$ cat config.mk
export PLATFORM = sky130hd
export DESIGN_NAME = mat_mem_arbiter
export DESIGN_NICKNAME = d
export VERILOG_FILES = /design/src/rtl/mat_mem_arbiter.sv
export SDC_FILE = /design/constraint.sdc
export NUM_CORES = 1
export LEC_CHECK = 0
export ABC_AREA = 1
export BUFFER_PORTS_ARGS = -buffer_cell sky130_fd_sc_hd__buf_2
export CORE_MARGIN = 8
export CORE_UTILIZATION = 40
export CTS_CLUSTER_DIAMETER = 200
export DETAILED_ROUTE_END_ITERATION = 10
export HOLD_SLACK_MARGIN = 0.06
export MAX_ROUTING_LAYER = met4
export PLACE_DENSITY = 0.82
export SYNTH_ARGS = -nofsm -noshare
export SYNTH_HDL_FRONTEND = slang
export SYNTH_SLANG_ARGS = --single-unit
export TNS_END_PERCENT = 100
$ cat constraint.sdc
create_clock -name clk -period 3.8 [get_ports clk]
set_input_delay 0.38 -clock clk [delete_from_list [all_inputs] [get_ports clk]]
set_output_delay 0.38 -clock clk [all_outputs]
set_load 0.01 [all_outputs]
$ cat src/rtl/mat_mem_arbiter.sv
// Round-robin arbiter sharing one single-port synchronous matrix RAM between
// the loader, the multiply sequencer and the output drain, with bounded burst lock.
module mat_mem_arbiter #(
  parameter int AW       = 8,
  parameter int DW       = 16,
  parameter int MAXBURST = 9
) (
  input  logic          clk,
  input  logic          rst,
  input  logic          req0,
  input  logic          req1,
  input  logic          req2,
  input  logic          lock0,
  input  logic          lock1,
  input  logic          lock2,
  input  logic          we0,
  input  logic          we1,
  input  logic          we2,
  input  logic [AW-1:0] addr0,
  input  logic [AW-1:0] addr1,
  input  logic [AW-1:0] addr2,
  input  logic [DW-1:0] wdata0,
  input  logic [DW-1:0] wdata1,
  input  logic [DW-1:0] wdata2,
  output logic          gnt0,
  output logic          gnt1,
  output logic          gnt2,
  output logic          rvalid0,
  output logic          rvalid1,
  output logic          rvalid2,
  output logic [DW-1:0] rdata,
  output logic          mem_en,
  output logic          mem_we,
  output logic [AW-1:0] mem_addr,
  output logic [DW-1:0] mem_wdata,
  input  logic [DW-1:0] mem_rdata,
  output logic          busy
);

  localparam int            CW        = $clog2(MAXBURST + 1);
  localparam logic [CW-1:0] LAST_BEAT = CW'(MAXBURST - 1);

  typedef enum logic {IDLE, GRANT} state_t;

  state_t        r_state;
  logic [2:0]    r_gnt;
  logic [1:0]    r_owner;
  logic [1:0]    r_last;
  logic [CW-1:0] r_cnt;
  logic [2:0]    r_rvalid;

  logic [2:0]    w_req;
  logic [2:0]    w_we;
  logic          w_any;
  logic          w_access;
  logic          w_release;
  logic          w_own_we;
  logic          w_own_lock;
  logic [AW-1:0] w_addr;
  logic [DW-1:0] w_wdata;
  logic [1:0]    w_from;
  logic [1:0]    w_win;

  // First requester found searching cyclically from the one after 'from'.
  function automatic logic [1:0] rr_next(input logic [2:0] req, input logic [1:0] from);
    logic [1:0] idx;
    logic [1:0] c;
    idx = from;
    for (int i = 2; i >= 0; i--) begin
      c = 2'((int'(from) + 1 + i) % 3);
      if (req[c]) idx = c;
    end
    return idx;
  endfunction

  assign w_req = {req2, req1, req0};
  assign w_we  = {we2, we1, we0};
  assign w_any = |w_req;

  always_comb begin
    w_addr     = addr2;
    w_wdata    = wdata2;
    w_own_we   = we2;
    w_own_lock = lock2;
    case (r_owner)
      2'd0: begin
        w_addr     = addr0;
        w_wdata    = wdata0;
        w_own_we   = we0;
        w_own_lock = lock0;
      end
      2'd1: begin
        w_addr     = addr1;
        w_wdata    = wdata1;
        w_own_we   = we1;
        w_own_lock = lock1;
      end
      default: ;
    endcase
  end

  // An owner with its request dropped gets no access and always releases.
  assign w_access  = |(r_gnt & w_req);
  assign w_release = !w_access || !w_own_lock || (r_cnt == LAST_BEAT);
  assign w_from    = (r_state == GRANT) ? r_owner : r_last;
  assign w_win     = rr_next(w_req, w_from);

  assign mem_en    = w_access;
  assign mem_we    = w_access & w_own_we;
  assign mem_addr  = w_access ? w_addr : '0;
  assign mem_wdata = w_access ? w_wdata : '0;

  always_ff @(posedge clk or negedge rst) begin
    if (!rst) begin
      r_state  <= IDLE;
      r_gnt    <= '0;
      r_owner  <= 2'd2;
      r_last   <= 2'd2;
      r_cnt    <= '0;
      r_rvalid <= '0;
    end else begin
      r_rvalid <= r_gnt & w_req & ~w_we;
      case (r_state)
        IDLE: begin
          if (w_any) begin
            r_state <= GRANT;
            r_gnt   <= 3'b001 << w_win;
            r_owner <= w_win;
            r_cnt   <= '0;
          end
        end
        GRANT: begin
          if (w_release) begin
            r_last <= r_owner;
            r_cnt  <= '0;
            if (w_any) begin
              r_gnt   <= 3'b001 << w_win;
              r_owner <= w_win;
            end else begin
              r_gnt   <= '0;
              r_state <= IDLE;
            end
          end else begin
            r_cnt <= r_cnt + CW'(1);
          end
        end
        default: r_state <= IDLE;
      endcase
    end
  end

  assign gnt0    = r_gnt[0];
  assign gnt1    = r_gnt[1];
  assign gnt2    = r_gnt[2];
  assign busy    = |r_gnt;
  assign rvalid0 = r_rvalid[0];
  assign rvalid1 = r_rvalid[1];
  assign rvalid2 = r_rvalid[2];
  assign rdata   = mem_rdata;

endmodule

; After elaboration in Yosys (flattened, before gate mapping)
; Cells that the tools add are included.
[totals]
output_inout_bits = 49
elab_cells = 65
regBits = 15
rom_bits = 0
ram_bits = 0
latchBits = 0
n_memories = 0
[op_classes]
eq_ne = 4
div_mod_pow = 3
n_lt_le_gt_ge = 3
mul = 0
reduce_logical = 10
n_shift = 1
mux = 29
bitwise_logic = 5
addsub = 4
[ops]
columns = operator, n
row1 = "32-bit by 3-bit remainder unit with 32-bit output, second input constant", 3
row2 = "32-bit by 2-bit adder with 32-bit output, second input constant", 1
row3 = "32-bit by 3-bit adder with 32-bit output, second input constant", 1
row4 = 16-bit case mux with 2 select lines, 1
row5 = 16-bit two-way mux, 1
row6 = 8-bit case mux with 2 select lines, 1
row7 = 2-bit two-way mux, 6
row8 = "2-bit by 3-bit < comparator with 1-bit output, second input constant", 3
row9 = 3-bit two-way mux, 3
row10 = 3-bit OR reduction, 3
row11 = 4-bit two-way mux, 2
row12 = 8-bit two-way mux, 1
row13 = 4-bit case mux with 2 select lines, 1
row14 = 3-bit AND, 2
row15 = 1-bit binary-select mux with 2-bit select, 3
row16 = 1-bit case mux with 2 select lines, 3
row17 = 3-bit case mux with 2 select lines, 1
row18 = 1-bit two-way mux, 5
row19 = "4-bit by 1-bit adder with 4-bit output, second input constant", 1
row20 = "4-bit == test, second input constant", 1
row21 = 2-bit case mux with 2 select lines, 1
row22 = 2-bit AND reduction, 2
row23 = "2-bit by 1-bit adder with 3-bit output, second input constant", 1
row24 = 3-bit NOT, 1
row25 = 9 further kinds, 11

; Logic depth before layout (Yosys ltp)
; Gate-level depths: netlist of run 1.
[logic_depth]
depth_word = 13
depth_mapped = 16
ltp_nobuf = 16

; Worst setup path before layout of run 1
; OpenSTA, ideal clock, no wires.
[synth_timing]
path_type = flip-flop to flip-flop
start = reg r_owner[1]
end = reg r_gnt[2]
setup_slack_ns = 1.967
period_less_slack_ns = 1.833
setup_ns = 0.117
t_arrival_ns = 1.716
stages_incl_launch_ff = 13
n_path_buf = 1
cell_sequence = dfstp_2 -> buf_6 -> inv_4 -> o21ai_2 -> ha_1 -> inv_1 -> nand3_1 -> nand2_1 -> nor2_1 -> nand2_1 -> nand2_1 -> nand3_1 -> nand2_1
[synth_via]
elab_chain_cells = 13
elab_cells_between_ends = 29
classes_between = 3 x add/sub / 3 x div / 2 x eq/ne / 1 x shift / 15 x mux / 5 x reduce/logical
[synth_lines]
columns = item, line
row1 = start: declaration, 47  ; logic [1:0] r_owner;
row2 = start signal: assignment, 128  ; r_owner <= w_win;
row3 = start signal: assignment, 138  ; r_owner <= w_win;
row4 = 2-bit two-way mux, 105  ; assign w_from = (r_state == GRANT) ? r_owner : r_last;
row5 = 2-bit by 1-bit adder with 3-bit output, 70  ; c = 2'((int'(from) + 1 + i) % 3);
row6 = 32-bit by 3-bit adder with 32-bit output, 70
row7 = 32-bit by 3-bit remainder unit with 32-bit output, 70
row8 = 1-bit binary-select mux with 2-bit select, 71  ; if (req[c]) idx = c;
row9 = 1-bit two-way mux (implied by the code), 71
row10 = 2-bit two-way mux (3 in a row), 71
row11 = 1-bit by 2-bit << shifter with 3-bit output, "127, 137"
row12 = 3-bit two-way mux, 136  ; if (w_any) begin
row13 = 3-bit two-way mux, 133  ; if (w_release) begin
row14 = 3-bit case mux with 2 select lines, 123  ; case (r_state)
row15 = end signal: assignment, 127  ; r_gnt <= 3'b001 << w_win;
row16 = end signal: assignment, 137  ; r_gnt <= 3'b001 << w_win;
row17 = end: declaration, 46  ; logic [2:0] r_gnt;
; Several ways; a longest one is shown, not always the timed one. The select of a mux whose other input is x is not followed.
; A chain may end at the register's enable or synchronous reset.

; Worst setup path after layout of run 1
[layout_timing]
start = reg r_owner[1]
end = out mem_wdata[8]
[layout_via]
elab_chain_cells = 3
elab_cells_between_ends = 4
classes_between = 1 x eq/ne / 2 x mux / 1 x reduce/logical
[layout_lines]
columns = item, line
row1 = 2-bit by 1-bit == test with 1-bit output or 2-bit logical NOT (tied branches), 85  ; case (r_owner)
row2 = 16-bit case mux with 2 select lines (*), 85
row3 = 16-bit two-way mux (*), 111  ; assign mem_wdata = w_access ? w_wdata : '0;
row4 = end: declaration, 35  ; output logic [DW-1:0] mem_wdata,
; Mark *: on every way between the ends. The rest lies on a longest branch, timed or not.

==> run summary, run 1 <==
Routed WL per cell: 12.5 um
H-tree levels: 1
Worst r2r src: r_owner[1]$_DFFE_PN1P_
Wire length on met1: 2.38 mm
Yosys top cell area share: 0.185
Clk pin slew, worst setup/hold paths: 0.07 ns
Post-synthesis sequential area ratio: 0.207
ANT cells: 0
Post-synth cell types: 27
Core Area: 4380 um^2
Clk_lat worst skew: 0.26 ns
Worst slew pin tran: 0.517 ns
WS Path Type: reg2out
Filler cell count: 469
Clock sinks: 15
First-pass GRT wire length: 9.76 mm
Post-DP HPWL: 4.88 mm
Area growth, synth to finish: 29.3%
Initial antenna violation count: 0
TritonCTS buffer count: 3
Hold_sp: we1
Wire length on met2: 2.96 mm
Pins Over Slew Limit: 0
Gp weighted congestion: 0.900
DRC: 0
Clock Path Buffers: 2
Commonest cells in the netlist: inv_1 (90), nand2_1 (67), o21ai_0 (35), nor2_1 (30), o21ai_1 (24)
Max Used Layer: met4
Number of global-route vias before repair: 2133
DRT Pass-1 Iters: 4
Power consumption: 1.35 mW
Area occupied by registers: 378 um^2
Layout cells sized above 1: 0.319
CP top delay family: flip-flops
Max Cap Violations: 0
Port bufs: 115
Hold Crit Class: in2reg
GRT overflow: 0
Slew margin rel.: 0.655
Post-route antenna net violation count: 0
Mapped Nets: 432
Critical path fanouts, max: 28
Cts repair resizes: 0
Switching part of the total: 0.538
Peak Freq: 415 MHz
CP cell instances: inv_4, nand2_2, o21ai_0, o21ai_1, inv_1, buf_2
Data required time at the worst endpoint: 3.42 ns
Synth Instances: 328
Sw power: 0.728 mW
Flop pwr share: 0.207
Post-route setup slack: 1.39 ns
Synth area leaders: inv_1 (19%), dfrtp_1 (18%), nand2_1 (14%)
Internal power: 0.627 mW
Most used DFF post-synth: dfrtp_1
WL met3: 484 um
WP buf/inv: 3
Worst Setup End Kind: output port
Vias: 2205
Endpoints failing hold: 0
Minimum clock period: 2.41 ns
Crit-path max cell delay: 0.86 ns
Share of the core filled with cells: 0.537
WL final: 5.95 mm
Synth warn: 0
VDD IR max: 0.000435 V
#FFs+latches synth: 15
Initial Utilization: 0.416
Mean Syn Cell Area: 5.55 um^2
Outcome: complete, no violations
Comb pwr share: 0.691
Layout net count: 528
Crit path DAT: 2.03 ns
Tot GR Track Use: 0.166
Die Span Y: 83.5 um
Final setup violation count: 0
Root Driver: clkbuf_8
Syn Std Cell Area: 1820 um^2
Ys async rst share: 1.00
Number of synthesized flops with an enable pin: 0
Full die area: 6970 um^2
PwrDens: 575 nW/um^2
Die width: 83.5 um
Clock Power Share: 0.103
Slowest stage cell, crit path: dfstp_2
Pre-CTS WS: 1.51 ns
Largest area contributor in the synthesized netlist: inv_1
Final TNS setup: 0 ns
Leakage: 1.66 nW
RSZ-0062 raised after global routing: no
Multi-input gate area: 916 um^2
Critical Path Start Type: register
Critical path origin: r_owner[1]$_DFFE_PN1P_
Row cnt: 24
# IOs: 148
Largest net degree at the start of global routing: 29
Most numerous cell in the Yosys netlist: inv_1
CTS tree: built
Clock Skew: 0.00264 ns
Via density: 4.64
Drt initial violations: 65
Final worst path period share: 0.634
==> through the flow <==
step                      instances  area (um^2)  hold WS (ns)
after CTS                       475         2360         0.276
after floorplan                 328         1820        0.0844
after global placement          470         2300         0.300
after global routing            475         2360         0.288
final                           475         2360         0.279
after detailed placement        470         2300         0.305
==> layout make-up <==
type / count / share of cell area
multi-input cells: 192 / 0.389
repair buffers: 116 / 0.249
flip-flops and latches: 15 / 0.160
inverters: 96 / 0.154
well taps: 52 / 0.0276
clock buffers: 3 / 0.0175
clock inverters: 1 / 0.00319
==> cells in the final DEF, fill, tap and decap left out, types with 2 or more instances in the layout <==
| cell type | instances |
|---|---|
| nor2_1 | 30 |
| inv_2 | 5 |
| nand3_1 | 15 |
| nand2_1 | 67 |
| nand2_2 | 4 |
| inv_1 | 90 |
| clkbuf_8 | 3 |
| ha_1 | 5 |
| buf_2 | 115 |
| dfrtp_1 | 13 |
| o21ai_0 | 35 |
| a21oi_1 | 2 |
| dfstp_2 | 2 |
| o21ai_1 | 24 |
==> power groups by stage <==
stage	sequential (mW)	clock, mW	combinational (mW)
6_report	0.280	0.139	0.936
5_1_grt	0.292	0.152	1.07
4_1_cts	0.282	0.144	0.947
3_5_place_dp	0.284	0	0.937
3_3_place_gp	0.282	0	0.916
2_1_floorplan	0.249	0	0.700
==> timing repair <==
item / 4_1_cts / 5_1_grt
hold buffers: 1 / 0
buffers inserted: 0 / 0
endpoints found under the hold margin: 13 / 0
==> worst paths after layout <==
check,slack [ns],endpoint,cells after the start
min in group asynchronous,0.55,r_gnt[0]$_DFFE_PN0P_,2
min,0.28,r_rvalid[1]$_DFF_PN0_,2
max in group asynchronous,2.95,r_last[1]$_DFFE_PN1P_,2
max reg2reg,1.45,r_owner[1]$_DFFE_PN1P_,13
min reg2reg,0.50,r_last[0]$_DFFE_PN0P_,2
max,1.39,mem_wdata[8],6
==> per-layer routing <==
metal,GRT usage,up-vias
met3,0.0430,11
met2,0.298,89
met4,0.0565,0
li1,-,1142
met1,0.172,963
met5,-,-
==> sequential cells by signal, indices dropped and copies added (netlist names) <==
| register | flops |
|---|---|
| r_cnt | 4 |
| r_gnt | 3 |
| r_last | 2 |
| r_owner | 2 |
| r_rvalid | 3 |
| r_state | 1 |
==> logic make-up (layout without fill, tap and decap cells) <==
family / after synthesis / after routing / share of synthesized area
adder cells (fa/ha/maj): 5 / 5 / 0.0343
flip-flops: 15 / 15 / 0.207
AO/OA/AOI/OAI: 63 / 63 / 0.176
buffers and inverters: 121 / 216 / 0.290
AND/OR/NAND/NOR: 122 / 122 / 0.283
XOR/XNOR: 2 / 2 / 0.00962
No activity file was read; power rests on OpenSTA's default activity.
==> run 2: changes to the inputs <==
- ABC_AREA: 1 -> 0
- CORE_UTILIZATION: 40 -> 35
- PLACE_DENSITY: 0.82 -> 0.78
- clock period: 3.8 -> 2.2 ns (I/O delays scaled with it)
==> run summary, run 2 <==
DRT Pass-1 Iters: 4 (unchanged)
First-pass GRT wire length: 8.65 mm (was 9.76 mm)
Critical Path Start Type: register (unchanged)
Clk pin slew, worst setup/hold paths: 0.06 ns (was 0.07 ns)
Largest area contributor in the synthesized netlist: dfrtp_1 (was inv_1)
WL final: 5.64 mm (was 5.95 mm)
Clock Power Share: 0.083 (was 0.103)
Syn Std Cell Area: 1720 um^2 (was 1820 um^2)
Switching part of the total: 0.469 (was 0.538)
Share of the core filled with cells: 0.495 (was 0.537)
Number of global-route vias before repair: 1827 (was 2133)
Gp weighted congestion: 0.866 (was 0.900)
GRT overflow: 0 (unchanged)
Post-route antenna net violation count: 0 (unchanged)
DRC: 0 (unchanged)
Synth Instances: 226 (was 328)
ANT cells: 0 (unchanged)
RSZ-0062 raised after global routing: no (unchanged)
Most common cell after layout, fill and taps aside: buf_2 (unchanged)
WS Path Type: reg2reg (was reg2out)
CP cell instances: mux2i_4, inv_1, ha_1, nand2_1, o221a_2, a21oi_2, o22a_1, mux2_4 (was inv_4, nand2_2, o21ai_0, o21ai_1, inv_1, buf_2)
Peak Freq: 471 MHz
Commonest non-fill, non-tap cells in the layout: buf_2 (115), nor2_1 (54), mux2i_1 (28) (was buf_2 (115), inv_1 (90), nand2_1 (67))
Synth area leaders: dfrtp_1 (19%), mux2i_1 (17%), nor2_1 (12%) (was inv_1 (19%), dfrtp_1 (18%), nand2_1 (14%))
Final worst path period share: 0.965
Die Span Y: 86.0 um (was 83.5 um)
# IOs: 148 (unchanged)
Data required time at the worst endpoint: 2.33 ns (was 3.42 ns)
Post-synthesis sequential area ratio: 0.220 (was 0.207)
Max Cap Violations: 0 (unchanged)
TritonCTS buffer count: 3 (unchanged)
Tot GR Track Use: 0.145 (was 0.166)
Initial Utilization: 0.363 (was 0.416)
Post-synth cell types: 44 (was 27)
Area growth, synth to finish: 36.3% (was 29.3%)
Die width: 86.0 um (was 83.5 um)
Most used DFF post-synth: dfrtp_1 (unchanged)
Row cnt: 25 (was 24)
Core Area: 4720 um^2 (was 4380 um^2)
Post-DP HPWL: 4.54 mm (was 4.88 mm)
Via density: 4.82 (was 4.64)
Root Driver: clkbuf_8 (unchanged)
Leakage: 1.26 nW (was 1.66 nW)
Layout cells sized above 1: 0.444 (was 0.319)
Worst Setup End Kind: register (was output port)
Largest register FFs: 4 (unchanged)
Ys async rst share: 1.00 (unchanged)
Clock sinks: 15 (unchanged)
#FFs+latches synth: 15 (unchanged)
CP top delay family: multiplexers (was flip-flops)
Routed WL per cell: 14.4 um (was 12.5 um)
Clock Path Buffers: 2 (unchanged)
Drt initial violations: 60 (was 65)
Pins Over Slew Limit: 0 (unchanged)
Final TNS setup: 0 ns (unchanged)
Yosys top cell area share: 0.190 (was 0.185)
Port bufs: 115 (unchanged)
H-tree levels: 1 (unchanged)
Synth warn: 0 (unchanged)
Clock Skew: 0.00178 ns (was 0.00264 ns)
Largest net degree at the start of global routing: 39 (was 29)
Crit path DAT: 2.25 ns (was 2.03 ns)
Critical path fanouts, max: 6 (was 28)
WP buf/inv: 1 (was 3)
Crit-path max cell delay: 0.42 ns (was 0.86 ns)
Worst slew pin tran: 0.554 ns (was 0.517 ns)
VDD IR max: 0.000482 V (was 0.000435 V)
Number of synthesized flops with an enable pin: 0 (unchanged)
Layout net count: 429 (was 528)
Largest reg by FF count: r_cnt (unchanged)
Flop pwr share: 0.168 (was 0.207)
CTS tree: built (unchanged)
Clk_lat worst skew: 0.24 ns (was 0.26 ns)
Slew margin rel.: 0.628 (was 0.655)
PwrDens: 1120 nW/um^2 (was 575 nW/um^2)
Cell Count Post-Placement: 384 (was 470)
Slowest stage cell, crit path: dfrtp_2 (was dfstp_2)
Vias: 1885 (was 2205)
Mapped Nets: 330 (was 432)
Post-route setup slack: 0.0770 ns (was 1.39 ns)
Final setup violation count: 0 (unchanged)
Endpoints failing hold: 0 (unchanged)
Comb pwr share: 0.749 (was 0.691)
Hold WS: 0.133 ns (was 0.279 ns)
Initial antenna violation count: 0 (unchanged)
Internal power: 1.39 mW (was 0.627 mW)
Sw power: 1.22 mW (was 0.728 mW)
Filler cell count: 482 (was 469)
Pre-CTS WS: 0.00452 ns (was 1.51 ns)
Post-route insts no fill: 391 (was 475)
Most numerous cell in the Yosys netlist: nor2_1 (was inv_1)
Top Registers: r_cnt x4, r_gnt x3, r_rvalid x3 (unchanged)
Full die area: 7400 um^2 (was 6970 um^2)
Outcome: complete, no violations (unchanged)
Commonest cells in the netlist: nor2_1 (54), mux2i_1 (29), a21oi_1 (28), buf_4 (17), dfrtp_1 (13) (was inv_1 (90), nand2_1 (67), o21ai_0 (35), nor2_1 (30), o21ai_1 (24))
Mean Syn Cell Area: 7.59 um^2 (was 5.55 um^2)
Minimum clock period: 2.12 ns
Hold Crit Class: in2reg (unchanged)
## run 2: changes by cell type after synthesis, moves of 3 or more
cell and change:
o21ai_0 -29, inv_2 -5, nand3_1 -13, a21oi_1 +26
nor2_1 +24, nand2_1 -58, clkbuf_1 +3, o21ai_1 -23
nand2_2 -3, inv_1 -81, nor2b_1 +4, mux2i_1 +29
## run 2: cells by family after synthesis
logic type,Yosys count,synth area share
flip-flops,15,0.220
XOR/XNOR,1,0.00511
AO/OA/AOI/OAI,49,0.190
AND/OR/NAND/NOR,82,0.214
multiplexers,33,0.199
adder cells (fa/ha/maj),5,0.0365
buffers and inverters,41,0.135
## run 2: repair_timing
item                                    CTS  global route
hold endpoints to repair                 13             0
hold buffers                              1             0
setup buffers                             2             0
pin swaps                                 0             1
endpoints found under the setup margin    2             3
resized for setup                         0             5
## run 2: power groups by stage
stage	Sequential (mW)	Combinational, mW	Clock (mW)
3_3_place_gp	0.434	1.83	0
4_1_cts	0.432	1.91	0.226
6_report	0.438	1.95	0.217
3_5_place_dp	0.436	1.88	0
5_1_grt	0.451	2.15	0.238
2_1_floorplan	0.422	1.37	0
## run 2: layout make-up
class                   instances  area [um^2]  share of cell area
clock buffers                   4         45.0              0.0193
inverters                       9         33.8              0.0145
multi-input cells             170         1130               0.486
flip-flops and latches         15          379               0.162
well taps                      67         83.8              0.0359
repair buffers                126          661               0.283
## run 2: path summary, 6_finish.rpt
path / slack, ns / end / from / cells after the start
max: 0.08 / r_owner[0]$_DFFE_PN0P_ / r_state$_DFF_PN0_ / 8
min in group asynchronous: 0.40 / r_cnt[2]$_DFFE_PN0P_ / rst / 2
max in group asynchronous: 1.50 / r_owner[1]$_DFFE_PN1P_ / rst / 2
min reg2reg: 0.52 / r_cnt[3]$_DFFE_PN0P_ / r_cnt[3]$_DFFE_PN0P_ / 2
min: 0.13 / r_rvalid[1]$_DFF_PN0_ / we1 / 2
max reg2reg: 0.08 / r_owner[0]$_DFFE_PN0P_ / r_state$_DFF_PN0_ / 8
## run 2: through the flow
stage	power, mW	instance area [um^2]
3_3_place_gp	2.27	2240
4_1_cts	2.56	2310
3_5_place_dp	2.32	2240
2_1_floorplan	1.79	1720
6_report	2.61	2340
5_1_grt	2.84	2340
## run 2: metal layers
layer,vias up,global-route usage,routed length (um)
li1,953,-,-
met1,839,0.152,2230
met2,84,0.246,2800
met3,9,0.0573,542
met4,0,0.0398,74
met5,-,-,0
==> run 3: changes to the inputs <==
- CORE_UTILIZATION: 35 -> 39
- PLACE_DENSITY: 0.78 -> 0.82
- clock period: 2.2 -> 2.4 ns (I/O delays scaled with it)
==> run summary, run 3 (synthesis gave the netlist of run 2 again) <==
Outcome: complete, no violations (unchanged)
Initial Utilization: 0.399 (was 0.363)
Reg2Reg Setup Slack: 0.18 ns (was 0.08 ns)
PwrDens: 1010 nW/um^2 (was 1120 nW/um^2)
Worst slew pin tran: 0.541 ns (was 0.554 ns)
Area growth, synth to finish: 32.6% (was 36.3%)
Slew margin rel.: 0.637 (was 0.628)
Drt initial violations: 54 (was 60)
Via density: 5.08 (was 4.82)
Power consumption: 2.30 mW (was 2.61 mW)
Tot GR Track Use: 0.145 (about the same)
Port bufs: 115 (unchanged)
First-pass GRT wire length: 7.71 mm (was 8.65 mm)
Largest net degree at the start of global routing: 48 (was 39)
Number of global-route vias before repair: 1811 (was 1827)
Vias: 1889 (was 1885)
Critical Path End: r_gnt[0]$_DFFE_PN0P_ (was r_owner[0]$_DFFE_PN0P_)
Final setup violation count: 0 (unchanged)
Most common cell after layout, fill and taps aside: buf_2 (unchanged)
Largest register FFs: 4 (unchanged)
Row cnt: 24 (was 25)
Max Cap Violations: 0 (unchanged)
Largest reg by FF count: r_cnt (unchanged)
Commonest non-fill, non-tap cells in the layout: buf_2 (115), nor2_1 (54), mux2i_1 (29) (was buf_2 (115), nor2_1 (54), mux2i_1 (28))
Clock Skew: 0.00250 ns (was 0.00178 ns)
Gp weighted congestion: 0.845 (was 0.866)
Pins Over Slew Limit: 0 (unchanged)
Worst Setup End Kind: register (unchanged)
Final worst path period share: 0.924 (was 0.965)
WS Path Type: reg2reg (unchanged)
Reg2reg end: r_gnt[0]$_DFFE_PN0P_ (was r_owner[0]$_DFFE_PN0P_)
Cell Count Post-Placement: 367 (was 384)
Clock Path Buffers: 2 (unchanged)
H-tree levels: 1 (unchanged)
Hold WS: 0.150 ns (was 0.133 ns)
Post-DP HPWL: 4.46 mm (was 4.54 mm)
Clk_lat worst skew: 0.25 ns (was 0.24 ns)
Slowest stage cell, crit path: ha_2 (was dfrtp_2)
CP cell instances: mux2i_1, inv_1, ha_2, nand2_1, a221o_1, a21oi_1, o22ai_1, a32o_1 (was mux2i_4, inv_1, ha_1, nand2_1, o221a_2, a21oi_2, o22a_1, mux2_4)
Setup repair bufs after CTS: 0 (was 2)
TritonCTS buffer count: 3 (unchanged)
Post-Place Cell Area: 2220 um^2 (was 2240 um^2)
ANT cells: 0 (unchanged)
Leakage: 1.25 nW (was 1.26 nW)
Area occupied by registers: 378 um^2 (was 379 um^2)
Clk pin slew, worst setup/hold paths: 0.06 ns (about the same)
Worst r2r src: r_state$_DFF_PN0_ (unchanged)
Multi-input gate area: 1110 um^2 (was 1130 um^2)
Die Span Y: 82.3 um (was 86.0 um)
Root Driver: clkbuf_8 (unchanged)
WL final: 5.36 mm (was 5.64 mm)
Layout cells sized above 1: 0.431 (was 0.444)
# IOs: 148 (unchanged)
Fin area: 2270 um^2 (was 2340 um^2)
Critical Path Start Type: register (unchanged)
Critical path fanouts, max: 10 (was 6)
Core Area: 4290 um^2 (was 4720 um^2)
Peak Freq: 451 MHz (was 471 MHz)
Post-route setup slack: 0.182 ns (was 0.0770 ns)
Full die area: 6780 um^2 (was 7400 um^2)
VDD IR max: 0.000354 V (was 0.000482 V)
Routed WL per cell: 14.4 um (about the same)
Crit-path max cell delay: 0.42 ns (about the same)
Post-route antenna net violation count: 0 (unchanged)
Hold Crit Class: in2reg (unchanged)
Crit path DAT: 2.36 ns (was 2.25 ns)
RSZ-0062 raised after global routing: no (unchanged)
Clock sinks: 15 (unchanged)
Post-route insts no fill: 372 (was 391)
Layout net count: 425 (was 429)
DRC: 0 (unchanged)
Die width: 82.3 um (was 86.0 um)
R2R cell count: 8 (unchanged)
CTS tree: built (unchanged)
Top Registers: r_cnt x4, r_gnt x3, r_rvalid x3 (unchanged)
GRT overflow: 0 (unchanged)
Minimum clock period: 2.22 ns (was 2.12 ns)
Initial antenna violation count: 0 (unchanged)
Filler cell count: 429 (was 482)
DRT Pass-1 Iters: 6 (was 4)
Share of the core filled with cells: 0.530 (was 0.495)
Pre-CTS WS: 0.140 ns (was 0.00452 ns)
Critical path origin: r_state$_DFF_PN0_ (unchanged)
Endpoints failing hold: 0 (unchanged)
Data required time at the worst endpoint: 2.54 ns (was 2.33 ns)
Hold Path Stages: 2 (unchanged)
Final TNS setup: 0 ns (unchanged)
[run 3: power by group]
group          leakage (nW)  switching [mW]  internal [mW]
Clock                0.0255          0.0918          0.115
Combinational          1.03           0.915          0.774
Sequential            0.190          0.0687          0.331
Total                  1.25            1.08           1.22
[run 3: repair_timing]
| action | in CTS | in global routing |
|---|---|---|
| setup endpoints to repair | 0 | 3 |
| hold buffers | 1 | 0 |
| hold endpoints to repair | 13 | 0 |
| resized for setup | 0 | 1 |
[run 3: how the worst min path moves through the flow]
stage / start / endpoint / slack, ns
2_1_floorplan: rst / r_cnt[0]$_DFFE_PN0P_ / -0.06
3_3_place_gp: rst / r_rvalid[0]$_DFF_PN0_ / 0.16
3_5_place_dp: rst / r_rvalid[1]$_DFF_PN0_ / 0.16
4_1_cts: we2 / r_rvalid[2]$_DFF_PN0_ / 0.14
5_1_grt: we1 / r_rvalid[1]$_DFF_PN0_ / 0.15
6_report: we2 / r_rvalid[2]$_DFF_PN0_ / 0.15
[run 3: per-layer routing]
metal,GRT usage,wire length [um],vias up
met5,-,0,-
met4,0.0263,56,0
met3,0.0465,493,9
met2,0.262,2820,80
met1,0.151,1980,858
li1,-,-,942
[run 3: critical path, delay by kind of cell, from the launching register on]
family          cells  cell delay (ns)
mux                 1             0.27
buf+inv             1             0.08
fa+ha+maj           1             0.42
simple gates        1             0.08
compound gates      4             0.85
flops               1             0.41
[run 3: area by class of cell]
class / instances / share of cell area
well taps: 52 / 0.0286
flip-flops and latches: 15 / 0.166
clock buffers: 3 / 0.0182
inverters: 9 / 0.0149
multi-input cells: 170 / 0.487
repair buffers: 122 / 0.283
clock inverters: 1 / 0.00220
